[src/rtl/track_sel_if.sv]
// Request/grant bundle between the requesters and the 8:1 selector arbiter.
interface track_sel_if;
  logic       en;
  logic [7:0] req;
  logic       done;
  logic [2:0] sel;
  logic [7:0] gnt;
  logic       busy;
  logic       timeout;

  modport master (
    output en, req, done,
    input  sel, gnt, busy, timeout
  );

  modport slave (
    input  en, req, done,
    output sel, gnt, busy, timeout
  );
endinterface

[src/rtl/track_sel_arbiter.sv]
// Round-robin owner arbiter for an 8:1 5-bit selector; grant is registered one cycle after req is sampled.
// An owner keeps the bus until done, request drop or HOLD_MAX cycles; then one RELEASE cycle precedes re-arbitration.
module track_sel_arbiter #(
  parameter int unsigned HOLD_MAX = 1023
) (
  input logic        clk,
  input logic        rst,
  track_sel_if.slave arb
);

  typedef enum logic [1:0] {
    IDLE    = 2'd0,
    GRANT   = 2'd1,
    RELEASE = 2'd2
  } state_t;

  localparam logic [9:0] CNT_LAST = 10'(HOLD_MAX - 1);

  state_t     state_q, state_d;
  logic [2:0] sel_q, sel_d;
  logic [2:0] last_q, last_d;
  logic [7:0] gnt_q, gnt_d;
  logic       busy_q, busy_d;
  logic       timeout_q, timeout_d;
  logic [9:0] cnt_q, cnt_d;

  logic [2:0] pick;
  logic       pick_vld;
  logic [2:0] idx;
  logic       early_exit;
  logic       hit_limit;

  // Scan from farthest to nearest so the nearest set bit after last wins.
  always_comb begin : rr_pick
    pick     = '0;
    pick_vld = 1'b0;
    idx      = '0;
    for (int i = 8; i >= 1; i--) begin
      idx = last_q + 3'(i);
      if (arb.req[idx]) begin
        pick     = idx;
        pick_vld = 1'b1;
      end
    end
  end

  assign early_exit = arb.done || !arb.req[sel_q];
  assign hit_limit  = (cnt_q == CNT_LAST);

  always_comb begin : fsm_next
    state_d   = state_q;
    sel_d     = sel_q;
    last_d    = last_q;
    gnt_d     = gnt_q;
    busy_d    = busy_q;
    timeout_d = 1'b0;
    cnt_d     = cnt_q;
    unique case (state_q)
      IDLE: begin
        if (arb.en && pick_vld) begin
          state_d = GRANT;
          sel_d   = pick;
          gnt_d   = 8'(1) << pick;
          busy_d  = 1'b1;
          cnt_d   = '0;
        end
      end
      GRANT: begin
        if (early_exit || hit_limit) begin
          state_d   = RELEASE;
          gnt_d     = '0;
          busy_d    = 1'b0;
          timeout_d = !early_exit;
        end else begin
          cnt_d = cnt_q + 10'd1;
        end
      end
      RELEASE: begin
        state_d = IDLE;
        last_d  = sel_q;
      end
      default: begin
        state_d = IDLE;
        gnt_d   = '0;
        busy_d  = 1'b0;
      end
    endcase
  end

  always_ff @(posedge clk) begin
    if (rst) begin
      state_q   <= IDLE;
      sel_q     <= '0;
      last_q    <= 3'd7;
      gnt_q     <= '0;
      busy_q    <= 1'b0;
      timeout_q <= 1'b0;
      cnt_q     <= '0;
    end else begin
      state_q   <= state_d;
      sel_q     <= sel_d;
      last_q    <= last_d;
      gnt_q     <= gnt_d;
      busy_q    <= busy_d;
      timeout_q <= timeout_d;
      cnt_q     <= cnt_d;
    end
  end

  assign arb.sel     = sel_q;
  assign arb.gnt     = gnt_q;
  assign arb.busy    = busy_q;
  assign arb.timeout = timeout_q;

endmodule

[src/flat_wrapper.sv]
// flat-port wrapper written by rule: the top's interface ports become plain ports
module track_sel_arbiter_flat 
#(
  parameter int unsigned HOLD_MAX = 1023
)
  (clk, rst, arb_en, arb_req, arb_done, arb_sel, arb_gnt, arb_busy, arb_timeout);
  track_sel_if arb_i ();
  input logic clk;
  input logic rst;
  input wire logic [$bits(arb_i.en)-1:0] arb_en;
  input wire logic [$bits(arb_i.req)-1:0] arb_req;
  input wire logic [$bits(arb_i.done)-1:0] arb_done;
  output wire logic [$bits(arb_i.sel)-1:0] arb_sel;
  output wire logic [$bits(arb_i.gnt)-1:0] arb_gnt;
  output wire logic [$bits(arb_i.busy)-1:0] arb_busy;
  output wire logic [$bits(arb_i.timeout)-1:0] arb_timeout;
  assign arb_i.en = arb_en;
  assign arb_i.req = arb_req;
  assign arb_i.done = arb_done;
  assign arb_sel = arb_i.sel;
  assign arb_gnt = arb_i.gnt;
  assign arb_busy = arb_i.busy;
  assign arb_timeout = arb_i.timeout;
  track_sel_arbiter #(.HOLD_MAX(HOLD_MAX)) u_core (.clk(clk), .rst(rst), .arb(arb_i));
endmodule
[config.mk]
export PLATFORM = sky130hd
export DESIGN_NAME = track_sel_arbiter_flat
export DESIGN_NICKNAME = d
export VERILOG_FILES = /design/src/rtl/track_sel_if.sv /design/src/rtl/track_sel_arbiter.sv /design/src/flat_wrapper.sv
export SDC_FILE = /design/constraint.sdc
export NUM_CORES = 1
export LEC_CHECK = 0
export BUFFER_PORTS_ARGS = -buffer_cell sky130_fd_sc_hd__buf_2
export CAP_MARGIN = 0
export CELL_PAD_IN_SITES_DETAIL_PLACEMENT = 1
export CELL_PAD_IN_SITES_GLOBAL_PLACEMENT = 2
export CORE_MARGIN = 1.5
export CORE_UTILIZATION = 37
export CTS_CLUSTER_DIAMETER = 60
export CTS_CLUSTER_SIZE = 12
export DETAILED_ROUTE_END_ITERATION = 8
export GPL_TIMING_DRIVEN = 1
export PLACE_DENSITY = 0.83
export REMOVE_ABC_BUFFERS = 1
export SETUP_SLACK_MARGIN = 0.02
export SYNTH_ARGS = -nofsm -noshare
export SYNTH_HDL_FRONTEND = slang
export SYNTH_SLANG_ARGS = --single-unit
[constraint.sdc]
create_clock -name clk -period 3.9 [get_ports clk]
set_input_delay 0.78 -clock clk [delete_from_list [all_inputs] [get_ports clk]]
set_output_delay 0.78 -clock clk [all_outputs]
set_load 0.005 [all_outputs]
==> results of run 1 <==
[flip-flops by register name, summed over array words and instances, names as in the netlist]
name and count:
u_core.cnt_q 10, u_core.arb.gnt 8, u_core.arb.sel 3, u_core.last_q 3
u_core.state_q 2, u_core.arb.busy 1, u_core.arb.timeout 1
[per-layer routing]
metal | up-vias | routed length (um) | global-route usage
met2 | 47 | 2850 | 0.321
met3 | 2 | 187 | 0.0206
li1 | 938 | - | -
met1 | 992 | 2820 | 0.280
met4 | 0 | 24 | 0.0293
met5 | - | 0 | 0
[synth_stat cells, drive strengths merged (3+ instances only)]
master	n	area [um2]
o21ai	11	55.1
nor2	21	78.8
o31ai	9	67.6
mux2	9	101
mux4	14	319
nor3	8	40.0
clkbuf	5	18.8
inv	8	30.0
ha	4	50.1
dfxtp	28	561
xor2	8	70.1
nor2b	3	18.8
a211oi	5	47.5
a221oi	3	26.3
a21oi	7	35.0
a221o	3	30.0
nand4	3	18.8
nand2	18	67.6
nor4	4	37.5
o211ai	3	22.5
nand3	3	15.0
o2111ai	4	35.0
nand2b	5	31.3
mux2i	13	130
buf	6	63.8
[through the flow]
stage | setup slack [ns] | power [mW] | cells | cell area [um2]
2_1_floorplan | 0.156 | 0.505 | 221 | 2110
3_3_place_gp | 0.807 | 0.587 | 322 | 2350
3_5_place_dp | 0.721 | 0.590 | 322 | 2350
4_1_cts | 0.694 | 0.821 | 326 | 2420
5_1_grt | 0.445 | 0.864 | 326 | 2420
6_report | 0.709 | 0.817 | 326 | 2420
[report_power, final]
group / switching [mW] / internal, mW / total, mW
Clock: 0.0943 / 0.138 / 0.232
Combinational: 0.151 / 0.117 / 0.268
Sequential: 0.0175 / 0.300 / 0.318
[layout make-up]
| type | count | area share |
|---|---|---|
| Clock buffer | 3 | 0.0170 |
| Clock inverter | 1 | 0.0124 |
| Inverter | 9 | 0.0139 |
| Multi-Input combinational cell | 184 | 0.623 |
| Sequential cell | 28 | 0.231 |
| Tap cell | 72 | 0.0372 |
| Timing Repair Buffer | 29 | 0.0650 |
[kinds of logic after synthesis]
group                      Yosys count
buffers and inverters               20
xor gates and xnor gates            10
DFF                                 28
and+or+nand+nor                     78
AOI/OAI and AO/OA                   56
muxes                               36
adders and majority gates            4
[critical path: stages, from the launching register on]
cell and delay (ns):
sky130_fd_sc_hd__dfxtp_1 0.35, sky130_fd_sc_hd__clkinv_1 0.25, sky130_fd_sc_hd__ha_1 0.38, sky130_fd_sc_hd__buf_4 0.24, sky130_fd_sc_hd__mux4_2 0.42, sky130_fd_sc_hd__a221oi_1 0.33
sky130_fd_sc_hd__o22ai_1 0.17, sky130_fd_sc_hd__a221oi_1 0.42, sky130_fd_sc_hd__o21ai_0 0.30, sky130_fd_sc_hd__o31ai_1 0.25
[how the worst max path moves through the flow]
stage          slack (ns)                             end                          start  cells past startpoint
5_1_grt              0.44  u_core.arb.gnt[7]$_SDFFE_PP0P_  u_core.last_q[1]$_SDFFE_PP1P_                      9
2_1_floorplan        0.16  u_core.arb.gnt[0]$_SDFFE_PP0P_  u_core.last_q[1]$_SDFFE_PP1P_                      8
3_3_place_gp         0.81  u_core.arb.gnt[6]$_SDFFE_PP0P_                     arb_req[5]                      8
3_5_place_dp         0.72  u_core.arb.gnt[0]$_SDFFE_PP0P_                     arb_req[5]                      8
4_1_cts              0.69  u_core.arb.gnt[0]$_SDFFE_PP0P_  u_core.last_q[1]$_SDFFE_PP1P_                     10
6_report             0.71  u_core.arb.gnt[5]$_SDFFE_PP0P_  u_core.last_q[1]$_SDFFE_PP1P_                      9
==> summary.txt, run 1 <==
Finish
  • Final Net Count: 271
  • Most common library cell in the layout ignoring fill and taps: sky130_fd_sc_hd__dfxtp_1
  • Number of antenna repair diodes: 0
  • Seq. cell area: 561 um2
  • Post-Route Utilization: 0.432
  • Number of inserted filler cells in the final layout: 707
  • Area overhead of the layout relative to synthesis: 10.8%
  • Area occupied by multi-input gates: 1510 um2
  • Share of final-layout standard cells stronger than drive strength 1: 0.260
  • Top library cells by usage in the layout, fill and taps aside: sky130_fd_sc_hd__dfxtp_1, sky130_fd_sc_hd__buf_2, sky130_fd_sc_hd__nor2_1

Synth
  • Post-synthesis async set-or-reset flop share: 0
  • Primary FF master, synth: sky130_fd_sc_hd__dfxtp_1
  • Unique cell type count in the Yosys netlist: 56
  • Multiplexer fraction of the synthesized cell area: 0.252
  • Compound-gate portion of the synthesized area: 0.188
  • Synthesized-area fraction occupied by adder cells: 0.0229
  • Post-synthesis instance total: 232
  • Number of warnings printed during yosys synthesis: 0
  • Synth Area in XOR/XNOR: 0.0400
  • Flip-flop and latch count after synthesis: 28
  • Number of synthesized flops with an enable pin: 0
  • Simple-gate share of the synthesized area: 0.189
  • Combined area of all synthesized cells: 2190 um2
  • Main combinational cell family by area after synthesis: multiplexers
  • Share of the yosys chip area belonging to registers: 0.256
  • Avg Cell Area, Syn: 9.43 um2

Die
  • Placement row count: 27
  • Starting utilization of the core area: 0.390
  • Die Area: 6380 um2
  • Die span in x: 79.9 um
  • Placeable core region: 5610 um2
  • Number of ports placed on the die boundary: 25
  • Height of the die: 79.9 um

Run status
  • Outcome: finished, final reports clean

Placement
  • Count of input and output buffers: 24
  • Global placer's final weighted congestion: 0.817
  • Dpl hpwl: 4.40 mm

Min path
  • Number of stages on the worst hold path: 2
  • Worst hold path type: register to register
  • Worst Hold Launch: u_core.arb.gnt[1]$_SDFFE_PP0P_
  • Hold EP: u_core.arb.gnt[1]$_SDFFE_PP0P_

Routing
  • Overall via count from detail_route: 1979
  • Antenna Violating Nets Remaining: 0
  • Post-detailed-route DRC marker count: 0
  • Iteration-0 DRC count of the detailed router: 128
  • Final Routed Wirelength: 5.88 mm
  • Via-to-Cell Ratio: 6.07
  • Drt wl/cell: 18.0 um
  • TritonRoute pass-1 iters: 4

Worst setup path
  • Worst Path Arrival: 3.39 ns
  • Required time at the endpoint of the critical path: 4.10 ns
  • Reg2reg path depth: 9
  • Max Fanout on Critical Path: 17
  • Worst Setup End Kind: register
  • Flop2flop setup slack: 0.71 ns
  • Critical setup path kind: register to register
  • Startpoint types: register
  • R2r startpoint: u_core.last_q[1]$_SDFFE_PP1P_
  • Critical register-to-register path endpoint: u_core.arb.gnt[5]$_SDFFE_PP0P_

Global routing
  • Global-route wire length before repair: 9.92 mm
  • Vias in the first global route: 1902
  • Grt ovf: 0
  • Initial antenna violation count: 0
  • Largest net degree at the start of global routing: 20
  • GRT Util Overall: 0.195

STA
  • Worst Tran Pin Value: 0.809 ns
  • Crit share post-route: 0.818
  • Clock skew: 0.00395 ns
  • Final setup TNS: 0 ns
  • Minimum clock period after layout: 3.19 ns
  • Fmax achieved: 313 MHz
  • Hold slack final: 0.464 ns
  • RSZ-0062 raised after global routing: false
  • Pins Over Slew Limit: 0
  • Final Hold Vio Count: 0
  • Max transition margin: 0.456
  • Final Setup Violations: 0

CTS
  • Number of cells upsized or downsized after cts: 0
  • Hold_buf cts: 0
  • Post-CTS setup-driven buffer insertion count: 0
  • Register clock-pin slew on the reported worst setup and hold paths: 0.10 ns
  • Deepest clock path buffer count: 2
  • Clock net sink count: 28
  • Root Driver: sky130_fd_sc_hd__clkbuf_8
  • Total CTS buffers: 3
  • TritonCTS clock tree: done
  • Number of levels the H-tree was split into: 1
  • Clock Latency Late Sink: 0.28 ns

Job
  • Maximum Capacitance Violations: 0

Power and ir drop
  • Max rail drop VDD: 0.199 mV
  • Reported leakage power: 0.894 nW
  • Pwr/cell area: 337 nW/um2
(Power assumes the default switching activity.)
==> run 2: changes to the inputs <==
--- a/config.mk
+++ b/config.mk
@@ -5,17 +5,18 @@
 export SDC_FILE = /design/constraint.sdc
 export NUM_CORES = 1
 export LEC_CHECK = 0
+export ABC_AREA = 1
 export BUFFER_PORTS_ARGS = -buffer_cell sky130_fd_sc_hd__buf_2
 export CAP_MARGIN = 0
 export CELL_PAD_IN_SITES_DETAIL_PLACEMENT = 1
 export CELL_PAD_IN_SITES_GLOBAL_PLACEMENT = 2
 export CORE_MARGIN = 1.5
-export CORE_UTILIZATION = 37
+export CORE_UTILIZATION = 31
 export CTS_CLUSTER_DIAMETER = 60
 export CTS_CLUSTER_SIZE = 12
 export DETAILED_ROUTE_END_ITERATION = 8
 export GPL_TIMING_DRIVEN = 1
-export PLACE_DENSITY = 0.83
+export PLACE_DENSITY = 0.81
 export REMOVE_ABC_BUFFERS = 1
 export SETUP_SLACK_MARGIN = 0.02
 export SYNTH_ARGS = -nofsm -noshare
==> constraint.sdc (replaced) <==
create_clock -name clk -period 3.2 [get_ports clk]
set_input_delay 0.64 -clock clk [delete_from_list [all_inputs] [get_ports clk]]
set_output_delay 0.64 -clock clk [all_outputs]
set_load 0.005 [all_outputs]
==> run 2 against run 1 <==
Net effect: via count rose by 3.8%; clock power rose by 22%; non-clock buffer count decreased by 4.
==> summary.txt, run 2 <==
Run status
  • Outcome: finished, final reports clean

Routing
  • Iteration-0 DRC count of the detailed router: 55 (-57%)
  • Antenna Violating Nets Remaining: 0 (unchanged)
  • TritonRoute pass-1 iters: 5 (+1)
  • Drt wl/cell: 14.2 um (-22%)
  • Via-to-Cell Ratio: 5.16 (-15%)
  • Post-detailed-route DRC marker count: 0 (unchanged)
  • Overall via count from detail_route: 2055 (+3.8%)
  • Final Routed Wirelength: 5.64 mm (-4.2%)

Finish
  • Number of antenna repair diodes: 0 (unchanged)
  • Top library cells by usage in the layout, fill and taps aside: sky130_fd_sc_hd__nand2_1, sky130_fd_sc_hd__nand3_1, sky130_fd_sc_hd__inv_1
  • Share of final-layout standard cells stronger than drive strength 1: 0.176 (-0.0834)
  • Final Net Count: 340 (+25%)
  • Area overhead of the layout relative to synthesis: 12.4%
  • Most common library cell in the layout ignoring fill and taps: sky130_fd_sc_hd__nand2_1
  • Largest register by flop count: u_core.cnt_q
  • Flip-flop count of the largest register after layout: 10 (unchanged)

STA
  • Final Hold Vio Count: 0 (unchanged)
  • PnR worst setup slack: 0.518 ns (-0.191 ns)
  • Max transition margin: 0.562 (+0.105)
  • Final Setup Violations: 0 (unchanged)
  • Hold slack final: 0.491 ns (+0.0265 ns)
  • Worst Tran Pin Value: 0.653 ns (-0.155 ns)
  • Pins Over Slew Limit: 0 (unchanged)
  • Crit share post-route: 0.838 (+0.0199)
  • Fmax achieved: 373 MHz (+19%)
  • Clock skew: 0.00903 ns (+0.00508 ns)
  • Final setup TNS: 0 ns (unchanged)
  • RSZ-0062 raised after global routing: false
  • Minimum clock period after layout: 2.68 ns (-0.509 ns)

Job
  • Maximum Capacitance Violations: 0 (unchanged)

Placement
  • Dpl hpwl: 4.51 mm (+2.5%)
  • Count of input and output buffers: 24 (unchanged)
  • Global placer's final weighted congestion: 0.922 (+13%)
  • Setup slack after placement: 0.566 ns (-0.155 ns)

Worst setup path
  • Worst Path Arrival: 2.88 ns (-0.51 ns)
  • Cells along the critical path: inv_6 -> ha_1 -> inv_1 -> nand3_1 -> nand3_1 -> nand2_2 -> nor2_1 -> nand4_2 -> nand3_4 -> nand2_4 -> inv_4 -> a21oi_1 -> a211oi_2
  • Required time at the endpoint of the critical path: 3.40 ns (-0.70 ns)
  • Max Fanout on Critical Path: 14 (-3)
  • Standard cell with the maximum stage delay on the critical path: sky130_fd_sc_hd__dfxtp_1
  • Worst Setup End Kind: register
  • Startpoint types: register
  • Critical setup path kind: register to register
  • Worst path most repeated cell: sky130_fd_sc_hd__nand3_1
  • Crit-path max cell delay: 0.57 ns (+0.15 ns)

Global routing
  • GRT Util Overall: 0.178 (-0.0174)
  • Vias in the first global route: 2037 (+7.1%)
  • Initial antenna violation count: 0 (unchanged)
  • Global-route wire length before repair: 9.48 mm (-4.5%)
  • Grt ovf: 0 (unchanged)
  • Largest net degree at the start of global routing: 21 (+5.0%)

Die
  • Die span in x: 82.6 um (+3.3%)
  • Number of ports placed on the die boundary: 25 (unchanged)
  • Placement row count: 28 (+3.7%)
  • Height of the die: 82.6 um (+3.3%)
  • Placeable core region: 6030 um2 (+7.5%)
  • Starting utilization of the core area: 0.326 (-0.0644)
  • Die Area: 6820 um2 (+6.8%)

CTS
  • Number of levels the H-tree was split into: 1 (unchanged)
  • Root Driver: sky130_fd_sc_hd__clkbuf_8
  • Post-CTS setup-driven buffer insertion count: 0 (unchanged)
  • Clock net sink count: 28 (unchanged)
  • Deepest clock path buffer count: 2 (unchanged)
  • Clock Latency Late Sink: 0.28 ns (about the same)
  • Number of cells upsized or downsized after cts: 0 (unchanged)
  • Hold_buf cts: 0 (unchanged)
  • TritonCTS clock tree: done
  • Register clock-pin slew on the reported worst setup and hold paths: 0.10 ns (about the same)
  • Total CTS buffers: 3 (unchanged)

Synth
  • Share of the yosys chip area belonging to registers: 0.286 (+0.0294)
  • Flip-flop and latch count after synthesis: 28 (unchanged)
  • Number of warnings printed during yosys synthesis: 0 (unchanged)
  • Combined area of all synthesized cells: 1960 um2 (-10%)
  • Primary FF master, synth: sky130_fd_sc_hd__dfxtp_1
  • Avg Cell Area, Syn: 6.54 um2 (-31%)
  • Share of the synthesized area in the top cell type: 0.286 (+0.0294)
  • Post-synthesis async set-or-reset flop share: 0 (unchanged)
  • Number of synthesized flops with an enable pin: 0 (unchanged)
  • Post-synthesis instance total: 300 (+29%)
  • Largest area contributor in the synthesized netlist: sky130_fd_sc_hd__dfxtp_1
  • Unique cell type count in the Yosys netlist: 37 (-34%)
  • Commonest cells in the synthesized netlist: sky130_fd_sc_hd__nand2_1, sky130_fd_sc_hd__nand3_1, sky130_fd_sc_hd__inv_1
  • Most area-consuming cells after synthesis: sky130_fd_sc_hd__dfxtp_1, sky130_fd_sc_hd__nand2_1, sky130_fd_sc_hd__nand3_1
  • Most frequent cell after synthesis: sky130_fd_sc_hd__nand2_1

Power and ir drop
  • Internal power contribution: 656 uW (+18%)
  • Combinational fraction of design power: 0.358 (+0.030)
  • Clock network fraction of total power: 0.267 (-0.017)
  • Switching Fraction: 0.378 (+0.0561)
  • Reported leakage power: 1.00 nW (+12%)
  • Switching Power: 398 uW (+52%)
  • Pwr/cell area: 478 nW/um2 (+42%)
  • Portion of total power attributed to sequential cells: 0.375 (-0.014)
  • Max rail drop VDD: 0.223 mV (+12%)

Min path
  • Worst hold path type: register to register
run 2: changes by cell type after synthesis, sizes merged, moves of 5 or more:
cell,change
nand2,+63
nand3,+51
inv,+28
a21oi,+15
mux4,-14
mux2i,-13
mux2,-9
o31ai,-9
nand4,+6
nand2b,-5
nor2,+5
run 2: area by class of cell:
type / count / area [um2]
repair buffers: 25 / 128
multi-input cells: 230 / 1210
inverters: 36 / 143
flip-flops and latches: 28 / 561
well taps: 75 / 93.8
fillers: 801 / 3820
clock buffers: 3 / 41.3
clock inverters: 1 / 30.0
run 2: logic make-up (layout without fill, tap and decap cells):
| group | after synthesis | after routing | share of synthesized area |
|---|---|---|---|
| AND/OR/NAND/NOR | 181 | 181 | 0.444 |
| buffers and inverters | 42 | 65 | 0.0975 |
| AO/OA/AOI/OAI | 39 | 39 | 0.117 |
| flip-flops | 28 | 28 | 0.286 |
| XOR/XNOR | 6 | 6 | 0.0306 |
| adder cells (fa/ha/maj) | 4 | 4 | 0.0255 |
run 2: critical path: cells and delay by family, from the launching register on:
| kind | cells | cell delay, ns |
|---|---|---|
| buf+inv | 3 | 0.44 |
| compound gates | 2 | 0.21 |
| simple gates | 7 | 1.02 |
| flops | 1 | 0.57 |
| fa+ha+maj | 1 | 0.36 |
run 2: power groups by stage:
stage	Sequential, mW	Combinational (mW)	Clock [mW]
2_1_floorplan	0.400	0.266	0
4_1_cts	0.396	0.378	0.293
3_5_place_dp	0.404	0.376	0
6_report	0.395	0.377	0.282
3_3_place_gp	0.403	0.377	0
5_1_grt	0.399	0.425	0.307
run 2: layer usage:
metal  part of all wire  vias up  routed length [um]  GRT usage
li1                   -     1045                   -          -
met1               0.49      978                2760      0.241
met2               0.48       28                2690      0.304
met3              0.028        4                 157     0.0264
met4             0.0055        0                  31     0.0250
met5                  0        -                   0          0
run 2: worst paths after layout:
| kind | start | end | slack [ns] | depth (start not counted) |
|---|---|---|---|---|
| max | u_core.last_q[1]$_SDFFE_PP1P_ | u_core.cnt_q[0]$_SDFFE_PP0P_ | 0.52 | 13 |
| min | u_core.arb.gnt[4]$_SDFFE_PP0P_ | u_core.arb.gnt[4]$_SDFFE_PP0P_ | 0.49 | 2 |
| max reg2reg | u_core.last_q[1]$_SDFFE_PP1P_ | u_core.cnt_q[0]$_SDFFE_PP0P_ | 0.52 | 13 |
| min reg2reg | u_core.arb.gnt[4]$_SDFFE_PP0P_ | u_core.arb.gnt[4]$_SDFFE_PP0P_ | 0.49 | 2 |
run 2: metrics by stage:
stage	utilization	power [mW]	area, um2	instances
after floorplan	-	0.666	1910	294
after global placement	0.354	0.781	2140	394
after detailed placement	0.354	0.780	2140	394
after CTS	0.366	1.07	2210	398
after global routing	0.366	1.13	2210	398
final	0.366	1.05	2210	398
==> run 3: changes to the inputs <==
==> constraint.sdc (replaced) <==
create_clock -name clk -period 2.52 [get_ports clk]
set_input_delay 0.504 -clock clk [delete_from_list [all_inputs] [get_ports clk]]
set_output_delay 0.504 -clock clk [all_outputs]
set_load 0.005 [all_outputs]
==> run 3 against run 2 <==
Net effect: via count up 0.44%; design area up 2.4%; critical endpoint is now u_core.arb.gnt[0]$_SDFFE_PP0P_; core utilization up 0.87 points; global-route usage up 0.38 points; largest cell class unchanged; die area unchanged; combinational power up 34%; clock skew down 0.0030 ns; count of clock-buffer cells in the layout unchanged; routed wire length up 1.2%; sequential share of layout area down 0.54 points; non-clock buffer count up 9.
==> summary.txt, run 3 (synthesized netlist as in run 2, its figures left out) <==
STA
  • PnR worst setup slack: 0.254 ns (-0.264 ns)
  • RSZ-0062 raised after global routing: false
  • Max transition margin: 0.634 (+0.0719)
  • Crit share post-route: 0.899 (+0.0611)
  • Hold slack final: 0.483 ns (-0.00798 ns)
  • Final Hold Vio Count: 0 (unchanged)
  • Clock skew: 0.00599 ns (-0.00304 ns)
  • Fmax achieved: 441 MHz (+18%)
  • Minimum clock period after layout: 2.27 ns (-0.416 ns)
  • Final setup TNS: 0 ns (unchanged)
  • Final Setup Violations: 0 (unchanged)
  • Pins Over Slew Limit: 0 (unchanged)
  • Worst Tran Pin Value: 0.545 ns (-0.108 ns)

CTS
  • Clock Latency Late Sink: 0.27 ns (about the same)
  • TritonCTS clock tree: done
  • Clock net sink count: 28 (unchanged)
  • Deepest clock path buffer count: 2 (unchanged)
  • Total CTS buffers: 3 (unchanged)
  • Number of levels the H-tree was split into: 1 (unchanged)
  • Root Driver: sky130_fd_sc_hd__clkbuf_8
  • Hold_buf cts: 0 (unchanged)
  • Register clock-pin slew on the reported worst setup and hold paths: 0.09 ns (about the same)

Routing
  • Drt wl/cell: 14.0 um (-0.79%)
  • Final Routed Wirelength: 5.70 mm (+1.2%)
  • Overall via count from detail_route: 2064 (+0.44%)
  • Iteration-0 DRC count of the detailed router: 53 (-3.6%)
  • Antenna Violating Nets Remaining: 0 (unchanged)
  • TritonRoute pass-1 iters: 4 (-1)
  • Via-to-Cell Ratio: 5.08 (-1.5%)
  • Post-detailed-route DRC marker count: 0 (unchanged)

Finish
  • Post-Route Utilization: 0.375 (+0.00872)
  • Share of final-layout standard cells stronger than drive strength 1: 0.208 (+0.0320)
  • Top library cells by usage in the layout, fill and taps aside: sky130_fd_sc_hd__nand2_1, sky130_fd_sc_hd__nand3_1, sky130_fd_sc_hd__inv_1
  • Number of antenna repair diodes: 0 (unchanged)
  • Number of inserted filler cells in the final layout: 823 (+2.7%)
  • Total non-filler cell area in the finished layout: 2260 um2 (+2.4%)
  • Area overhead of the layout relative to synthesis: 15.1%
  • Largest register by flop count: u_core.cnt_q
  • Flip-flop count of the largest register after layout: 10 (unchanged)
  • Most common library cell in the layout ignoring fill and taps: sky130_fd_sc_hd__nand2_1
  • Cell Count, Final, Fillers Out: 406 (+2.0%)
  • Final Net Count: 349 (+2.6%)

Worst setup path
  • Required time at the endpoint of the critical path: 2.72 ns (-0.68 ns)
  • Worst Setup End Kind: register
  • Max Fanout on Critical Path: 10 (-4)
  • R2r startpoint: u_core.last_q[1]$_SDFFE_PP1P_
  • Startpoint types: register
  • Reg2reg path depth: 16 (+3)
  • Flop2flop setup slack: 0.25 ns (-0.26 ns)
  • Critical setup path kind: register to register
  • Critical register-to-register path endpoint: u_core.arb.gnt[0]$_SDFFE_PP0P_
  • Worst Path Arrival: 2.47 ns (-0.41 ns)

Placement
  • DP Area: 2170 um2 (+1.8%)
  • Number of placed cells counting well taps: 399 (+1.3%)
  • Setup slack after placement: 0.125 ns (-0.441 ns)
  • Dpl hpwl: 4.64 mm (+2.8%)
  • Global placer's final weighted congestion: 0.823 (-11%)
  • Count of input and output buffers: 24 (unchanged)

Min path
  • Number of stages on the worst hold path: 2 (unchanged)
  • Worst hold path type: register to register
  • Worst Hold Launch: u_core.cnt_q[2]$_SDFFE_PP0P_
  • Hold EP: u_core.cnt_q[2]$_SDFFE_PP0P_

Global routing
  • Grt ovf: 0 (unchanged)
  • Global-route wire length before repair: 9.60 mm (+1.3%)
  • GRT Util Overall: 0.182 (+0.00376)
  • Vias in the first global route: 2042 (+0.25%)
  • Largest net degree at the start of global routing: 21 (unchanged)
  • Initial antenna violation count: 0 (unchanged)

Power and ir drop
  • Max rail drop VDD: 0.246 mV (+10%)
  • Pwr/cell area: 550 nW/um2 (+15%)
  • Total power consumption of the routed design: 1.24 mW (+18%)
  • Reported leakage power: 1.03 nW (+2.9%)

Job
  • Maximum Capacitance Violations: 0 (unchanged)

Die
  • Die span in x: 82.6 um (unchanged)
  • Starting utilization of the core area: 0.326 (unchanged)
  • Die Area: 6820 um2 (unchanged)
  • Number of ports placed on the die boundary: 25 (unchanged)
  • Placement row count: 28 (unchanged)
  • Height of the die: 82.6 um (unchanged)
  • Placeable core region: 6030 um2 (unchanged)

Run status
  • Outcome: finished, final reports clean
run 3: worst max path at each step:
stage	cells after the start	to	start
final	16	u_core.arb.gnt[0]$_SDFFE_PP0P_	u_core.last_q[1]$_SDFFE_PP1P_
after floorplan	14	u_core.cnt_q[5]$_SDFFE_PP0P_	u_core.last_q[0]$_SDFFE_PP1P_
after global routing	16	u_core.arb.gnt[0]$_SDFFE_PP0P_	u_core.last_q[1]$_SDFFE_PP1P_
after detailed placement	13	u_core.cnt_q[0]$_SDFFE_PP0P_	u_core.last_q[1]$_SDFFE_PP1P_
after CTS	14	u_core.cnt_q[5]$_SDFFE_PP0P_	u_core.last_q[1]$_SDFFE_PP1P_
after global placement	16	u_core.arb.gnt[1]$_SDFFE_PP0P_	u_core.last_q[1]$_SDFFE_PP1P_
run 3: layout make-up:
type                    instances  area (um2)  share of cell area
clock buffers                   3        41.3              0.0183
inverters                      36         143              0.0631
multi-input cells             230        1220               0.542
flip-flops and latches         28         562               0.249
well taps                      75        93.8              0.0415
repair buffers                 34         195              0.0864
run 3: where the power goes:
| group | total (mW) | switching [mW] | leakage, nW | internal (mW) |
|---|---|---|---|---|
| combinational | 0.505 | 0.338 | 0.782 | 0.167 |
| clock | 0.238 | 0.131 | 0.0216 | 0.107 |
| sequential | 0.499 | 0.0282 | 0.227 | 0.471 |
run 3: layer usage:
layer  up-vias  global-route usage  wire length (um)
li1       1060                   -                 -
met1       972               0.252              2880
met2        32               0.309              2650
met3         0              0.0264               174
met4         0              0.0150                 0
met5         -                   0                 0
run 3: critical path, stage by stage, from the launching register on:
cell and delay [ns]:
sky130_fd_sc_hd__dfxtp_2 0.37, sky130_fd_sc_hd__inv_6 0.06, sky130_fd_sc_hd__ha_1 0.30, sky130_fd_sc_hd__buf_4 0.17, sky130_fd_sc_hd__nand3_1 0.11, sky130_fd_sc_hd__nand3_1 0.12
sky130_fd_sc_hd__nand2_1 0.15, sky130_fd_sc_hd__nor2_1 0.06, sky130_fd_sc_hd__nand2_1 0.06, sky130_fd_sc_hd__nand3_1 0.06, sky130_fd_sc_hd__nand2_1 0.07, sky130_fd_sc_hd__nand2_1 0.05
sky130_fd_sc_hd__nand2_1 0.07, sky130_fd_sc_hd__nand2_2 0.08, sky130_fd_sc_hd__nand2_1 0.21, sky130_fd_sc_hd__nand3_1 0.12, sky130_fd_sc_hd__a21oi_1 0.15
run 3: repair_timing:
action	4_1_cts	5_1_grt
setup endpoints to repair	0	21
buffers inserted	0	4
gates resized for setup	0	5
